===== config.mk =====
export PLATFORM = sky130hd
export DESIGN_NAME = wb_write_arbiter
export DESIGN_NICKNAME = d
export VERILOG_FILES = /design/src/rtl/wb_write_arbiter.sv
export SDC_FILE = /design/constraint.sdc
export NUM_CORES = 1
export LEC_CHECK = 0
export BUFFER_PORTS_ARGS = -buffer_cell sky130_fd_sc_hd__buf_2
export CAP_MARGIN = 0
export CORE_MARGIN = 2
export CORE_UTILIZATION = 45
export CTS_CLUSTER_DIAMETER = 120
export DETAILED_ROUTE_END_ITERATION = 16
export PLACE_DENSITY_LB_ADDON = 0.2
export SYNTH_ARGS = -nofsm -noshare
export SYNTH_HDL_FRONTEND = slang
export SYNTH_SLANG_ARGS = --single-unit
export TNS_END_PERCENT = 30

===== constraint.sdc =====
create_clock -name clk -period 2.85 [get_ports clk]
set_input_delay 0.285 -clock clk [delete_from_list [all_inputs] [get_ports clk]]
set_output_delay 0.285 -clock clk [all_outputs]
set_load 0.05 [all_outputs]

===== src/rtl/wb_write_arbiter.sv =====
// Register-file write-port arbiter: MemWB writeback has priority, long-latency
// results wait in a small FIFO and force a one-cycle stall when starved.
module wb_write_arbiter #(
  parameter int DATA_W   = 32,
  parameter int RD_W     = 8,
  parameter int QDEPTH   = 2,
  parameter int MAX_WAIT = 4
) (
  input  logic                      clk,
  input  logic                      reset,
  input  logic [DATA_W-1:0]         wb_data_in,
  input  logic [RD_W-1:0]           wb_rd_in,
  input  logic                      wb_write_in,
  input  logic                      lu_valid_in,
  output logic                      lu_ready_out,
  input  logic [DATA_W-1:0]         lu_data_in,
  input  logic [RD_W-1:0]           lu_rd_in,
  output logic [DATA_W-1:0]         rf_data_out,
  output logic [RD_W-1:0]           rf_rd_out,
  output logic                      rf_write_out,
  output logic                      stall_out,
  output logic [$clog2(QDEPTH):0]   q_count_out
);

  // state | meaning
  // IDLE  | FIFO empty
  // PEND  | FIFO holds results, draining on WB-idle cycles
  // STALL | one cycle: FIFO head takes the port, MemWB held upstream

  localparam int PW = $clog2(QDEPTH);
  localparam int CW = PW + 1;
  localparam int WW = (MAX_WAIT > 1) ? $clog2(MAX_WAIT) : 1;
  localparam logic [WW-1:0] WAIT_LAST = WW'(MAX_WAIT - 1);
  localparam logic [CW-1:0] FULL      = CW'(QDEPTH);

  typedef enum logic [1:0] {IDLE, PEND, STALL} state_t;

  state_t            state_q, state_d;
  logic [PW-1:0]     wr_ptr_q, wr_ptr_d;
  logic [PW-1:0]     rd_ptr_q, rd_ptr_d;
  logic [CW-1:0]     count_q, count_d;
  logic [WW-1:0]     wait_q, wait_d;
  logic [DATA_W-1:0] mem_data [QDEPTH];
  logic [RD_W-1:0]   mem_rd   [QDEPTH];
  logic              push, pop, not_empty;

  assign not_empty    = (count_q != '0);
  assign lu_ready_out = reset && (count_q < FULL);
  // rd==0 results finish the handshake but are never stored
  assign push         = lu_valid_in && lu_ready_out && (lu_rd_in != '0);
  assign stall_out    = reset && (state_q == STALL);
  assign q_count_out  = count_q;

  always_comb begin
    rf_write_out = 1'b0;
    rf_data_out  = '0;
    rf_rd_out    = '0;
    pop          = 1'b0;
    if (reset) begin
      if (state_q == STALL) begin
        if (not_empty) begin
          rf_write_out = 1'b1;
          rf_data_out  = mem_data[rd_ptr_q];
          rf_rd_out    = mem_rd[rd_ptr_q];
          pop          = 1'b1;
        end
      end else if (wb_write_in) begin
        rf_write_out = 1'b1;
        rf_data_out  = wb_data_in;
        rf_rd_out    = wb_rd_in;
      end else if (not_empty) begin
        rf_write_out = 1'b1;
        rf_data_out  = mem_data[rd_ptr_q];
        rf_rd_out    = mem_rd[rd_ptr_q];
        pop          = 1'b1;
      end
    end
  end

  always_comb begin
    wr_ptr_d = push ? wr_ptr_q + PW'(1) : wr_ptr_q;
    rd_ptr_d = pop  ? rd_ptr_q + PW'(1) : rd_ptr_q;
    count_d  = count_q + CW'(push) - CW'(pop);
    state_d  = state_q;
    wait_d   = wait_q;
    case (state_q)
      IDLE: begin
        wait_d = '0;
        if (push) state_d = PEND;
      end
      PEND: begin
        if (wb_write_in) begin
          if (wait_q == WAIT_LAST) state_d = STALL;
          else                     wait_d  = wait_q + WW'(1);
        end else begin
          wait_d = '0;
          if (count_d == '0) state_d = IDLE;
        end
      end
      STALL: begin
        wait_d  = '0;
        state_d = (count_d != '0) ? PEND : IDLE;
      end
      default: begin
        wait_d  = '0;
        state_d = IDLE;
      end
    endcase
  end

  always_ff @(posedge clk) begin
    if (!reset) begin
      state_q  <= IDLE;
      wr_ptr_q <= '0;
      rd_ptr_q <= '0;
      count_q  <= '0;
      wait_q   <= '0;
    end else begin
      state_q  <= state_d;
      wr_ptr_q <= wr_ptr_d;
      rd_ptr_q <= rd_ptr_d;
      count_q  <= count_d;
      wait_q   <= wait_d;
    end
  end

  always_ff @(posedge clk) begin
    if (push) begin
      mem_data[wr_ptr_q] <= lu_data_in;
      mem_rd[wr_ptr_q]   <= lu_rd_in;
    end
  end

endmodule


# == Word level (Yosys, flattened, before mapping) ==
# Memories as Yosys holds them, arrays and structs flattened. A register that Yosys moved wholly into a read port is not among the register bits.
# Index checks and enable logic that the tools add are counted.
# word_totals
memories,2
latchBits,0
ff_bits,8
inputBits,84
ramBits,80
wordCells,57
output_inout_bits,45
romBits,0
# memory_table
name,depth,width,read_ports,rd_ports_with_merged_regs,write_ports,line,text
mem_data,2,32,1,1,1,43,logic [DATA_W-1:0] mem_data [QDEPTH];
mem_rd,2,8,1,1,1,44,logic [RD_W-1:0] mem_rd [QDEPTH];
# classes
order_cmp,1
bitwise_logic,0
add_sub_neg,5
n_eq_ne,6
mul,0
n_shift,0
n_mux,27
reduce_logical,11
n_div,0
# op_table
cell,n
2-to-1 mux 32 bit,4
2-to-1 mux 8 bit,4
2-to-1 mux 1 bit,14
2-to-1 mux 2 bit,4
nonzero test 8 bit,1
inequality test 3 bit (second input constant),2
one-hot mux 2 bit (3 select lines),1
AND reduction 3 bit,2
== test 2 bit (second input constant),2
logical AND 1 bit,4
logical NOT 2 bit,2
nonzero test 2 bit,2
adder 1 bit (second input constant),2
adder 2 x 1 -> 2 bit,1
adder 2 x 1 -> 2 bit (second input constant),1
== test 2 x 1 -> 1 bit (second input constant),1
< comparator 2 bit (second input constant),1
inequality test 2 bit (second input constant),1
subtractor 2 x 1 -> 2 bit,1

# == Logic depth before layout (Yosys ltp) ==
# Gate-level depths: netlist of the first run.
# depth
word_depth,10
mapped_depth,12

# == Worst setup path before layout of the first run ==
# No wires, ideal clock.
# synth_path
path_kind,flip-flop to flip-flop
from,register count_q[1] (netlist: q_count_out[1])
to,memory mem_data[0][0] (enable)
period_less_slack_ns,3.128
path_stages_with_launch,5
arrival_time_ns,2.689
setup_ns,0.439
path_slack_ns,-0.278
n_path_buf,0
required_time_ns,2.411
path_cell_list,dfxtp_1 nand3b_1 a21oi_1 inv_1 nor2_1
# synth_between
elab_chain_cells,6
# synth_rtl
item,line,text
"start, declared",41,"logic [CW-1:0] count_q, count_d;"
"start signal, assigned",122,count_q <= count_d;
< comparator 2 bit,48,assign lu_ready_out = reset && (count_q < FULL);
logical AND 1 bit,48,
logical AND 1 bit (2 in series),50,assign push = lu_valid_in && lu_ready_out && (lu_rd_in != '0);
2-to-1 mux 1 bit,128,if (push) begin
2-to-1 mux 1 bit (implied by the code),129,mem_data[wr_ptr_q] <= lu_data_in;
"end, declared",43,
# Every way passes these cells.

# == Final worst setup path of the first run ==
# layout_path
from,register state_q[0]
to,output port rf_data_out[31]
# layout_between
elab_chain_cells,3
# layout_rtl
item,line,text
"start, declared",38,"state_t state_q, state_d;"
"start signal, assigned",119,state_q <= state_d;
== test 2 bit,60,if (state_q == STALL) begin
2-to-1 mux 32 bit,60,
2-to-1 mux 32 bit,59,if (reset) begin
"end, declared",18,"output logic [DATA_W-1:0] rf_data_out,"
# Every way passes these cells.

==> out/results.ini, run 1 <==
[sta]
clock_skew_ns=0.00694
hold-worst-slack_ns=0.129
timing.final.max_slew_violations=0
rsz0062_at_grt=false
tightest_slew_ns=0.580
finalCritPeriodShare_pct=79.0
final-hold-violation-count=0
setup-violations-final=0
slew_headroom_pct=61.3
period_needed_ns=2.25
timing.setup.tns_ns=0
max_freq_mhz=444

[worst_setup_path]
worstPathRequired_ns=2.57
criticalPathCategory=flop to output pin
rr_worst_depth=10
timing.critical_path.arrival_ns=1.97
regToRegStartpoint=q_count_out[1]
slowest_stage=dfxtp_1
timing.critical_path.slowest_cell_delay_ns=0.33
reg_to_reg_setup_timing_slack_ns=0.78
timing.critical_path.fanout_max=40
endpoint_kind=output pin
critical_path.reg2reg.endpoint=state_q[0]
crit_start=state_q[0]
critical-path-top-delay-family=buffers and inverters
worst-path-stages=6
worstPathBufferInverterCount=2
cp-start-kind=flop
worstPathCellList=nand2b_2 > a21oi_2 > nand2_2 > buf_4 > o21ai_1 > buf_2

[clock_tree]
cts_tree=built
post_cts_hold_buffer_count=0
clkSinkCount=89
number_of_buffers_created_by_cts=9
clock-root-buffer=clkbuf_8
ctsLongestPathBuffers=2
post-cts-setup-buffer-count=0
clk_latency_ns=0.34
cts.htree.levels=3
clk_pin_slew_ns=0.08
post_cts.resized_instances=0

[pwr]
power.static_leakage_nw=1.91
pwr_density_cell_mw_per_mm2=674
report.power.total_mw=3.23
worst_ir_drop_on_vdd_v=0.000357

[floorplan]
die_x_um=95.9
fp.dieArea_mm2=0.00920
boundaryPins=129
initial_utilization_pct=46.3
fp-row-count=33
coreArea_mm2=0.00822
die_y_um=95.9

[synthesis]
mappedNetlistNets=356
synthCells=269
ys_warn_count=0
area_share_of_the_largest_cell_type_after_synthesis_pct=63.2
synth_top_area_cell=edfxtp_1
seq_area_frac_synth_pct=67.9
synthTopCellsByArea=edfxtp_1 (63%), mux2i_1 (11%), dfxtp_1 (4.7%)
yosysUniqueCellTypes=30
mappedNetlistArea_mm2=0.00380
yosys_register_bits=89
synth.avg_cell_area_um2=14.1

[place]
placement.io_buffers=128
dp_hpwl_um=4940
area_of_placed_instances_mm2=0.00455
gp_routability_congestion=0.734

[run]
max-cap-violations=0

[drt]
route.detailed.vias_per_inst=4.81
finalWirelength_um=6980
routed-via-count=2455
drtAntennaViolNets=0
route.detailed.drc=0
routed_wire_length_per_instance_um=13.7
drt_pre_antenna_iters=4
drt_first_iter_violations=103

[global_routing]
grt_max_degree=41
antenna_found_initial=0
grt_pass1_wl_um=10200
overflow=0
grt_util_all_layers_pct=15.3
first_global_vias=2214

[finish]
nNetsFinal=487
n_antenna_cell=0
layout.cells.most_common=buf_2
mostFrequentLayoutCells=buf_2 (128), edfxtp_1 (80), nand2_1 (43), mux2i_1 (42), o21ai_1 (28)
final_cell_area_mm2=0.00478
area_growth_pct=25.8
fraction_of_layout_cells_with_a_size_suffix_above_1_pct=41.0

[hold_path]
worst_hold_path_type=input pin to flop
min_path_cells=1
timing.hold.worst_endpoint=mem_data[1][26]
timing.hold.worst.start=lu_data_in[26]

[status]
run_status=finished, final reports clean

-- area by class of cell --
type	instances	area, um2
fill	683	3430
sequential	89	2580
multi-input combinational	160	1090
timing repair buffer	135	731
clock buffer	12	135
tap	105	131
clock inverter	4	95.1
inverter	5	18.8
-- per-layer routing --
metal  track usage (%)  wire length, um  vias up
met5                 0                0        -
met4              7.14               94        0
met3              3.60              400        9
met2              26.6             3650       68
met1              17.9             2840     1136
li1                  -                -     1242
-- Yosys cell counts (all sizes together) --
library cell and n:
and3 1, and2 5, nand3b 1, nand2b 3, buf 13, xor2 2, clkbuf 2, inv 5
nor2 6, nand2 44, o22ai 1, a21oi 2, o21ai 41, nor4 2, dfxtp 9, ha 3
nand3 1, and2b 3, a21boi 1, mux2i 42, edfxtp 80, o21a 1, xnor3 1
-- through the flow --
stage	utilization, %	std cells	setup slack (ns)
detailed placement	55.4	494	0.667
global placement	55.4	494	0.785
CTS	58.2	510	0.563
finish	58.2	510	0.600
global route	58.2	510	0.433
floorplan	-	269	0.397
-- registers in the layout, summed over array words and instances, names as in the netlist, named ones only --
signal	cells
mem_rd	16
q_count_out	2
rd_ptr_q	1
mem_data	64
state_q	2
wait_q	2
wr_ptr_q	1
-- worst max path at each step --
stage	to	slack, ns
after floorplan	mem_data[0][0]	0.40
after global placement	state_q[0]	0.78
after detailed placement	state_q[0]	0.67
after CTS	rf_data_out[31]	0.56
after global routing	rf_data_out[31]	0.43
final	rf_data_out[31]	0.60
-- power breakdown --
part           internal [mW]  switching (mW)  leakage, nW  total [mW]
Combinational          0.246           0.460        0.987       0.706
Sequential              1.50          0.0436        0.807        1.55
Clock                  0.582           0.392        0.115       0.974
-- cell families after synthesis --
| group | share of synthesized area (%) |
|---|---|
| buf+inv | 3.72 |
| compound gates | 7.50 |
| simple gates | 7.80 |
| flops | 67.9 |
| xor+xnor | 1.05 |
| mux | 11.1 |
| fa+ha+maj | 0.987 |
Note: power is estimated with default switching activity, not from simulation.
==> run 2: changes to the inputs <==
--- a/config.mk
+++ b/config.mk
@@ -5,6 +5,7 @@
 export SDC_FILE = /design/constraint.sdc
 export NUM_CORES = 1
 export LEC_CHECK = 0
+export ABC_AREA = 1
 export BUFFER_PORTS_ARGS = -buffer_cell sky130_fd_sc_hd__buf_2
 export CAP_MARGIN = 0
 export CORE_MARGIN = 2
==> constraint.sdc (replaced) <==
create_clock -name clk -period 2.05 [get_ports clk]
set_input_delay 0.205 -clock clk [delete_from_list [all_inputs] [get_ports clk]]
set_output_delay 0.205 -clock clk [all_outputs]
set_load 0.05 [all_outputs]
==> out/results.ini, run 2 <==
[status]
run_status=finished, final reports clean  ; unchanged

[synthesis]
yosys_register_bits=89  ; unchanged
mappedNetlistNets=379  ; was 356
synth_most_common_cell=edfxtp_1  ; unchanged
ys_async_sr_fraction_pct=0  ; unchanged
area_share_of_the_largest_cell_type_after_synthesis_pct=62.6  ; was 63.2%
yosysUniqueCellTypes=25  ; was 30
synth_top_area_cell=edfxtp_1  ; unchanged
synthCells=292  ; was 269
seq_area_frac_synth_pct=67.3  ; was 67.9%
synth.avg_cell_area_um2=13.1  ; was 14.1 um2
mappedNetlistArea_mm2=0.00384  ; was 0.00380 mm2
ys_warn_count=0  ; unchanged
synth_ff_type=edfxtp_1  ; unchanged
synthTopCellsByArea=edfxtp_1 (63%), mux2i_1 (11%), nand3_1 (5.9%)  ; was edfxtp_1 (63%), mux2i_1 (11%), dfxtp_1 (4.7%)
synth_enable_flop_cells=80  ; unchanged
commonest_cells_in_the_netlist=edfxtp_1 (80), nand3_1 (45), mux2i_1 (41)  ; was edfxtp_1 (80), nand2_1 (43), mux2i_1 (42)

[worst_setup_path]
timing.critical_path.fanout_max=41  ; was 40
worstPathCellList=inv_2 > a21oi_4 > buf_8 > nand3_1 > o21ai_1 > buf_2  ; was nand2b_2 > a21oi_2 > nand2_2 > buf_4 > o21ai_1 > buf_2
criticalPathCategory=flop to output pin  ; unchanged
endpoint_kind=output pin  ; unchanged
timing.critical_path.arrival_ns=1.76  ; was 1.97 ns
timing.critical_path.slowest_cell_delay_ns=0.35  ; was 0.33 ns
worstPathRequired_ns=1.85  ; was 2.57 ns
cp-start-kind=flop  ; unchanged
slowest_stage=dfxtp_2  ; was dfxtp_1

[finish]
nNetsFinal=510  ; was 487
largest_register=mem_data  ; unchanged
n_antenna_cell=0  ; unchanged
layout.cells.most_common=buf_2  ; unchanged
fraction_of_layout_cells_with_a_size_suffix_above_1_pct=38.3  ; was 41.0%
mostFrequentLayoutCells=buf_2 (128), edfxtp_1 (80), nand3_1 (45), mux2i_1 (41), o21ai_1 (40)  ; was buf_2 (128), edfxtp_1 (80), nand2_1 (43), mux2i_1 (42), o21ai_1 (28)
area_growth_pct=25.8  ; about the same
biggestRegsByFlops=mem_data (64), mem_rd (16)  ; unchanged
largest_register_ff_count=64  ; unchanged
num-fill-cells=710  ; was 683

[floorplan]
fp.dieArea_mm2=0.00929  ; was 0.00920 mm2
fp-row-count=33  ; unchanged
initial_utilization_pct=46.5  ; was 46.3%
die_y_um=96.4  ; was 95.9 um
coreArea_mm2=0.00826  ; was 0.00822 mm2
boundaryPins=129  ; unchanged
die_x_um=96.4  ; was 95.9 um

[sta]
period_needed_ns=1.97
max_freq_mhz=508
timing.setup.tns_ns=0  ; unchanged
rsz0062_at_grt=true  ; was false
timing.final.max_slew_violations=0  ; unchanged
finalCritPeriodShare_pct=96.0
slew_headroom_pct=77.1  ; was 61.3%
clock_skew_ns=0.0129  ; was 0.00694 ns
tightest_slew_ns=0.344  ; was 0.580 ns
final-hold-violation-count=0  ; unchanged
hold-worst-slack_ns=0.0433  ; was 0.129 ns
setup-violations-final=0  ; unchanged

[place]
gp_routability_congestion=0.835  ; was 0.734
placement.io_buffers=128  ; unchanged
dp_hpwl_um=4880  ; was 4940 um

[drt]
drt_first_iter_violations=101  ; was 103
routed-via-count=2691  ; was 2455
drtAntennaViolNets=0  ; unchanged
routed_wire_length_per_instance_um=14.3  ; was 13.7 um
route.detailed.drc=0  ; unchanged
finalWirelength_um=7620  ; was 6980 um
drt_pre_antenna_iters=4  ; unchanged
route.detailed.vias_per_inst=5.05  ; was 4.81

[global_routing]
grt_pass1_wl_um=11100  ; was 10200 um
overflow=0  ; unchanged
first_global_vias=2352  ; was 2214
antenna_found_initial=0  ; unchanged
grt_max_degree=42  ; was 41
grt_util_all_layers_pct=16.1  ; was 15.3%

[clock_tree]
clk_latency_ns=0.34  ; about the same
clkSinkCount=89  ; unchanged
ctsLongestPathBuffers=2  ; unchanged
number_of_buffers_created_by_cts=9  ; unchanged
cts_tree=built  ; unchanged
cts.htree.levels=3  ; unchanged
clock-root-buffer=clkbuf_8  ; unchanged
clk_pin_slew_ns=0.09  ; was 0.08 ns

[pwr]
report.power.total_mw=4.18  ; was 3.23 mW
worst_ir_drop_on_vdd_v=0.000428  ; was 0.000357 V
pwr_density_cell_mw_per_mm2=865  ; was 674 mW/mm2
power.static_leakage_nw=1.93  ; was 1.91 nW

[run]
max-cap-violations=0  ; unchanged

[hold_path]
worst_hold_path_type=input pin to flop  ; unchanged

## run 2: cell types whose count changed in the layout (fill, tap and decap cells not counted), sizes merged, moves of 3 or more
cell    delta
and2       -5
nand3     +44
nand2     -31
inv        +7
nor2      +12
and2b      -3
nand2b     -3
buf        +4
## run 2: final timing paths
kind,end,cells past startpoint,slack [ns],start
max,rf_data_out[5],6,0.08,state_q[0]
min,mem_data[0][20],1,0.04,lu_data_in[20]
max reg2reg,state_q[0],18,0.11,state_q[0]
min reg2reg,rd_ptr_q,2,0.52,rd_ptr_q
## run 2: cells by family after synthesis
group / share of synthesized area, %
flops: 67.3
fa+ha+maj: 0.978
xor+xnor: 0.456
mux: 10.7
buf+inv: 4.30
simple gates: 10.0
compound gates: 6.26
## run 2: repair_timing
item / 4_1_cts / 5_1_grt
gates resized for setup: 3 / 6
hold buffers: 0 / 0
pin swaps: 0 / 2
setup endpoints to repair: 41 / 15
cloned: 0 / 0
setup buffers: 0 / 1
## run 2: area by class of cell
type	instances	area [um2]	area share (%)
timing repair buffer	139	772	16.0
tap	105	131	2.72
multi-input combinational	172	1120	23.1
inverter	12	45.0	0.932
clock buffer	12	135	2.80
clock inverter	4	46.3	0.958
sequential	89	2580	53.5
## run 2: critical path, delay by kind of cell (launching register included)
family,cells,cell delay (ns)
DFF,1,0.35
AOI/OAI and AO/OA,2,0.31
and+or+nand+nor,1,0.13
buffers and inverters,3,0.62
## run 2: metrics by stage
step / cell area (um2) / util [%] / setup WS [ns] / cells
after floorplan: 3850 / - / -0.287 / 292
after global placement: 4620 / 55.9 / 0.183 / 516
after detailed placement: 4620 / 55.9 / 0.0639 / 516
after CTS: 4810 / 58.3 / 0.0180 / 532
after global routing: 4830 / 58.5 / -0.0139 / 533
final: 4830 / 58.5 / 0.0826 / 533
## run 2: power breakdown
part / switching (mW) / internal, mW / total [mW]
registers: 0.0312 / 2.07 / 2.11
clock network: 0.556 / 0.560 / 1.12
logic: 0.646 / 0.313 / 0.959
## run 2: per-layer routing
metal	vias to the layer above	routed length (um)	global-route usage [%]
met5	-	0	0
met4	0	103	6.69
met3	10	538	3.99
met2	81	3670	26.2
met1	1259	3300	20.6
li1	1341	-	-
==> run 3: changes to the inputs <==
--- a/config.mk
+++ b/config.mk
@@ -13,6 +13,8 @@
 export CTS_CLUSTER_DIAMETER = 120
 export DETAILED_ROUTE_END_ITERATION = 16
 export PLACE_DENSITY_LB_ADDON = 0.2
+export RECOVER_POWER = 50
+export SKIP_CTS_REPAIR_TIMING = 1
 export SYNTH_ARGS = -nofsm -noshare
 export SYNTH_HDL_FRONTEND = slang
 export SYNTH_SLANG_ARGS = --single-unit
==> out/results.ini, run 3 (synthesis gave the netlist of run 2 again) <==
[finish]
fraction_of_layout_cells_with_a_size_suffix_above_1_pct=34.3  ; was 38.3%
finish.utilization_pct=58.2  ; was 58.5%
largest_register=mem_data  ; unchanged
area_growth_pct=25.3  ; was 25.8%
layout.cells.most_common=buf_2  ; unchanged
n_antenna_cell=0  ; unchanged
nNetsFinal=510  ; unchanged
biggestRegsByFlops=mem_data (64), mem_rd (16)  ; unchanged
largest_register_ff_count=64  ; unchanged
mostFrequentLayoutCells=buf_2 (111), edfxtp_1 (80), nand3_1 (45), mux2i_1 (41), o21ai_1 (40)  ; was buf_2 (128), edfxtp_1 (80), nand3_1 (45), mux2i_1 (41), o21ai_1 (40)

[global_routing]
overflow=0  ; unchanged
first_global_vias=2350  ; was 2352
antenna_found_initial=0  ; unchanged
grt_util_all_layers_pct=16.1  ; about the same
grt_max_degree=42  ; unchanged
grt_pass1_wl_um=11100  ; about the same

[drt]
routed-via-count=2681  ; was 2691
drt_first_iter_violations=101  ; unchanged
drt_pre_antenna_iters=4  ; unchanged
top_layer_used=met4  ; unchanged
route.detailed.drc=0  ; unchanged
routed_wire_length_per_instance_um=14.3  ; unchanged
met2RoutedLength_um=3660  ; was 3670 um
route.detailed.vias_per_inst=5.03  ; was 5.05
met3RoutedLength_um=565  ; was 538 um
drtAntennaViolNets=0  ; unchanged
met1_wirelength_um=3290  ; was 3300 um
finalWirelength_um=7620  ; unchanged

[sta]
clock_skew_ns=0.0129  ; about the same
timing.setup.tns_ns=0  ; unchanged
finalCritPeriodShare_pct=95.9  ; was 96.0%
rsz0062_at_grt=true  ; unchanged
tightest_slew_ns=0.345  ; was 0.344 ns
setup-violations-final=0  ; unchanged
timing.final.max_slew_violations=0  ; unchanged
final-hold-violation-count=0  ; unchanged
slew_headroom_pct=77.0  ; was 77.1%
period_needed_ns=1.97  ; about the same
max_freq_mhz=509  ; was 508 MHz

[worst_setup_path]
worstPathBufferInverterCount=3  ; unchanged
slowest_stage=dfxtp_2  ; unchanged
crit_start=state_q[0]  ; unchanged
rr_worst_depth=18  ; unchanged
critical_path.reg2reg.endpoint=state_q[0]  ; unchanged
worstPathRequired_ns=1.85  ; about the same
regToRegStartpoint=state_q[0]  ; unchanged
cp-start-kind=flop  ; unchanged
reg_to_reg_setup_timing_slack_ns=0.11  ; about the same
timing.critical_path.slowest_cell_delay_ns=0.35  ; about the same
timing.critical_path.arrival_ns=1.76  ; about the same
critical-path-top-delay-family=buffers and inverters  ; unchanged
criticalPathCategory=flop to output pin  ; unchanged
endpoint_kind=output pin  ; unchanged
timing.critical_path.fanout_max=41  ; unchanged
worstPathCellList=inv_2 > a21oi_4 > buf_8 > nand3_1 > o21ai_1 > buf_2  ; unchanged

[floorplan]
initial_utilization_pct=46.5  ; unchanged
fp.dieArea_mm2=0.00929  ; unchanged
coreArea_mm2=0.00826  ; unchanged
fp-row-count=33  ; unchanged
die_x_um=96.4  ; unchanged
die_y_um=96.4  ; unchanged
boundaryPins=129  ; unchanged

[clock_tree]
clock-root-buffer=clkbuf_8  ; unchanged
clk_pin_slew_ns=0.09  ; about the same
clk_latency_ns=0.34  ; about the same
ctsLongestPathBuffers=2  ; unchanged
cts.htree.levels=3  ; unchanged
cts_tree=built  ; unchanged
clkSinkCount=89  ; unchanged
number_of_buffers_created_by_cts=9  ; unchanged

[place]
gp_routability_congestion=0.835  ; unchanged
dp_hpwl_um=4880  ; unchanged
placement.io_buffers=128  ; unchanged

[hold_path]
worst_hold_path_type=input pin to flop  ; unchanged
min_path_cells=1  ; unchanged
timing.hold.worst_endpoint=mem_data[0][20]  ; unchanged
timing.hold.worst.start=lu_data_in[20]  ; unchanged

[pwr]
power.static_leakage_nw=1.88  ; was 1.93 nW
worst_ir_drop_on_vdd_v=0.000428  ; about the same
pwr_density_cell_mw_per_mm2=868  ; was 865 mW/mm2

[run]
max-cap-violations=0  ; unchanged

[status]
run_status=finished, final reports clean  ; unchanged

[run 3: cell count changes in the layout (fill, tap and decap cells not counted)]
cell	before	now
buf_2	128	111
clkbuf_1	3	20
[run 3: worst max path at each step]
stage	to	slack (ns)	depth (start not counted)
global route	rf_data_out[5]	-0.01	6
floorplan	mem_data[0][0]	-0.29	4
finish	rf_data_out[5]	0.08	6
CTS	rf_data_out[5]	-0.13	6
detailed placement	state_q[0]	0.06	17
global placement	state_q[0]	0.18	18
[run 3: per-stage QoR]
step                setup slack [ns]  hold slack [ns]  instances  cell area [um2]  total power [mW]
finish                        0.0842           0.0434        533             4810              4.18
global route                 -0.0139           0.0296        533             4810              4.36
CTS                           -0.134           0.0232        532             4800              4.21
detailed placement            0.0639            0.396        516             4620              3.10
global placement               0.183            0.392        516             4620              3.08
floorplan                     -0.287            0.304        292             3850              2.83
[run 3: cell type report]
cell class | instances | area [um2]
clock inverter | 4 | 46.3
clock buffer | 12 | 135
timing repair buffer | 139 | 751
multi-input combinational | 172 | 1120
fill | 714 | 3450
inverter | 12 | 45.0
sequential | 89 | 2580
tap | 105 | 131
[run 3: per-layer routing]
layer | global-route usage (%) | up-vias
li1 | - | 1341
met2 | 26.0 | 81
met5 | 0 | -
met1 | 20.8 | 1249
met3 | 3.99 | 10
met4 | 6.69 | 0
[run 3: power by group]
part | switching (mW) | internal (mW) | total [mW]
registers | 0.0312 | 2.07 | 2.11
logic | 0.646 | 0.308 | 0.954
clock network | 0.557 | 0.560 | 1.12
total | 1.23 | 2.94 | 4.18
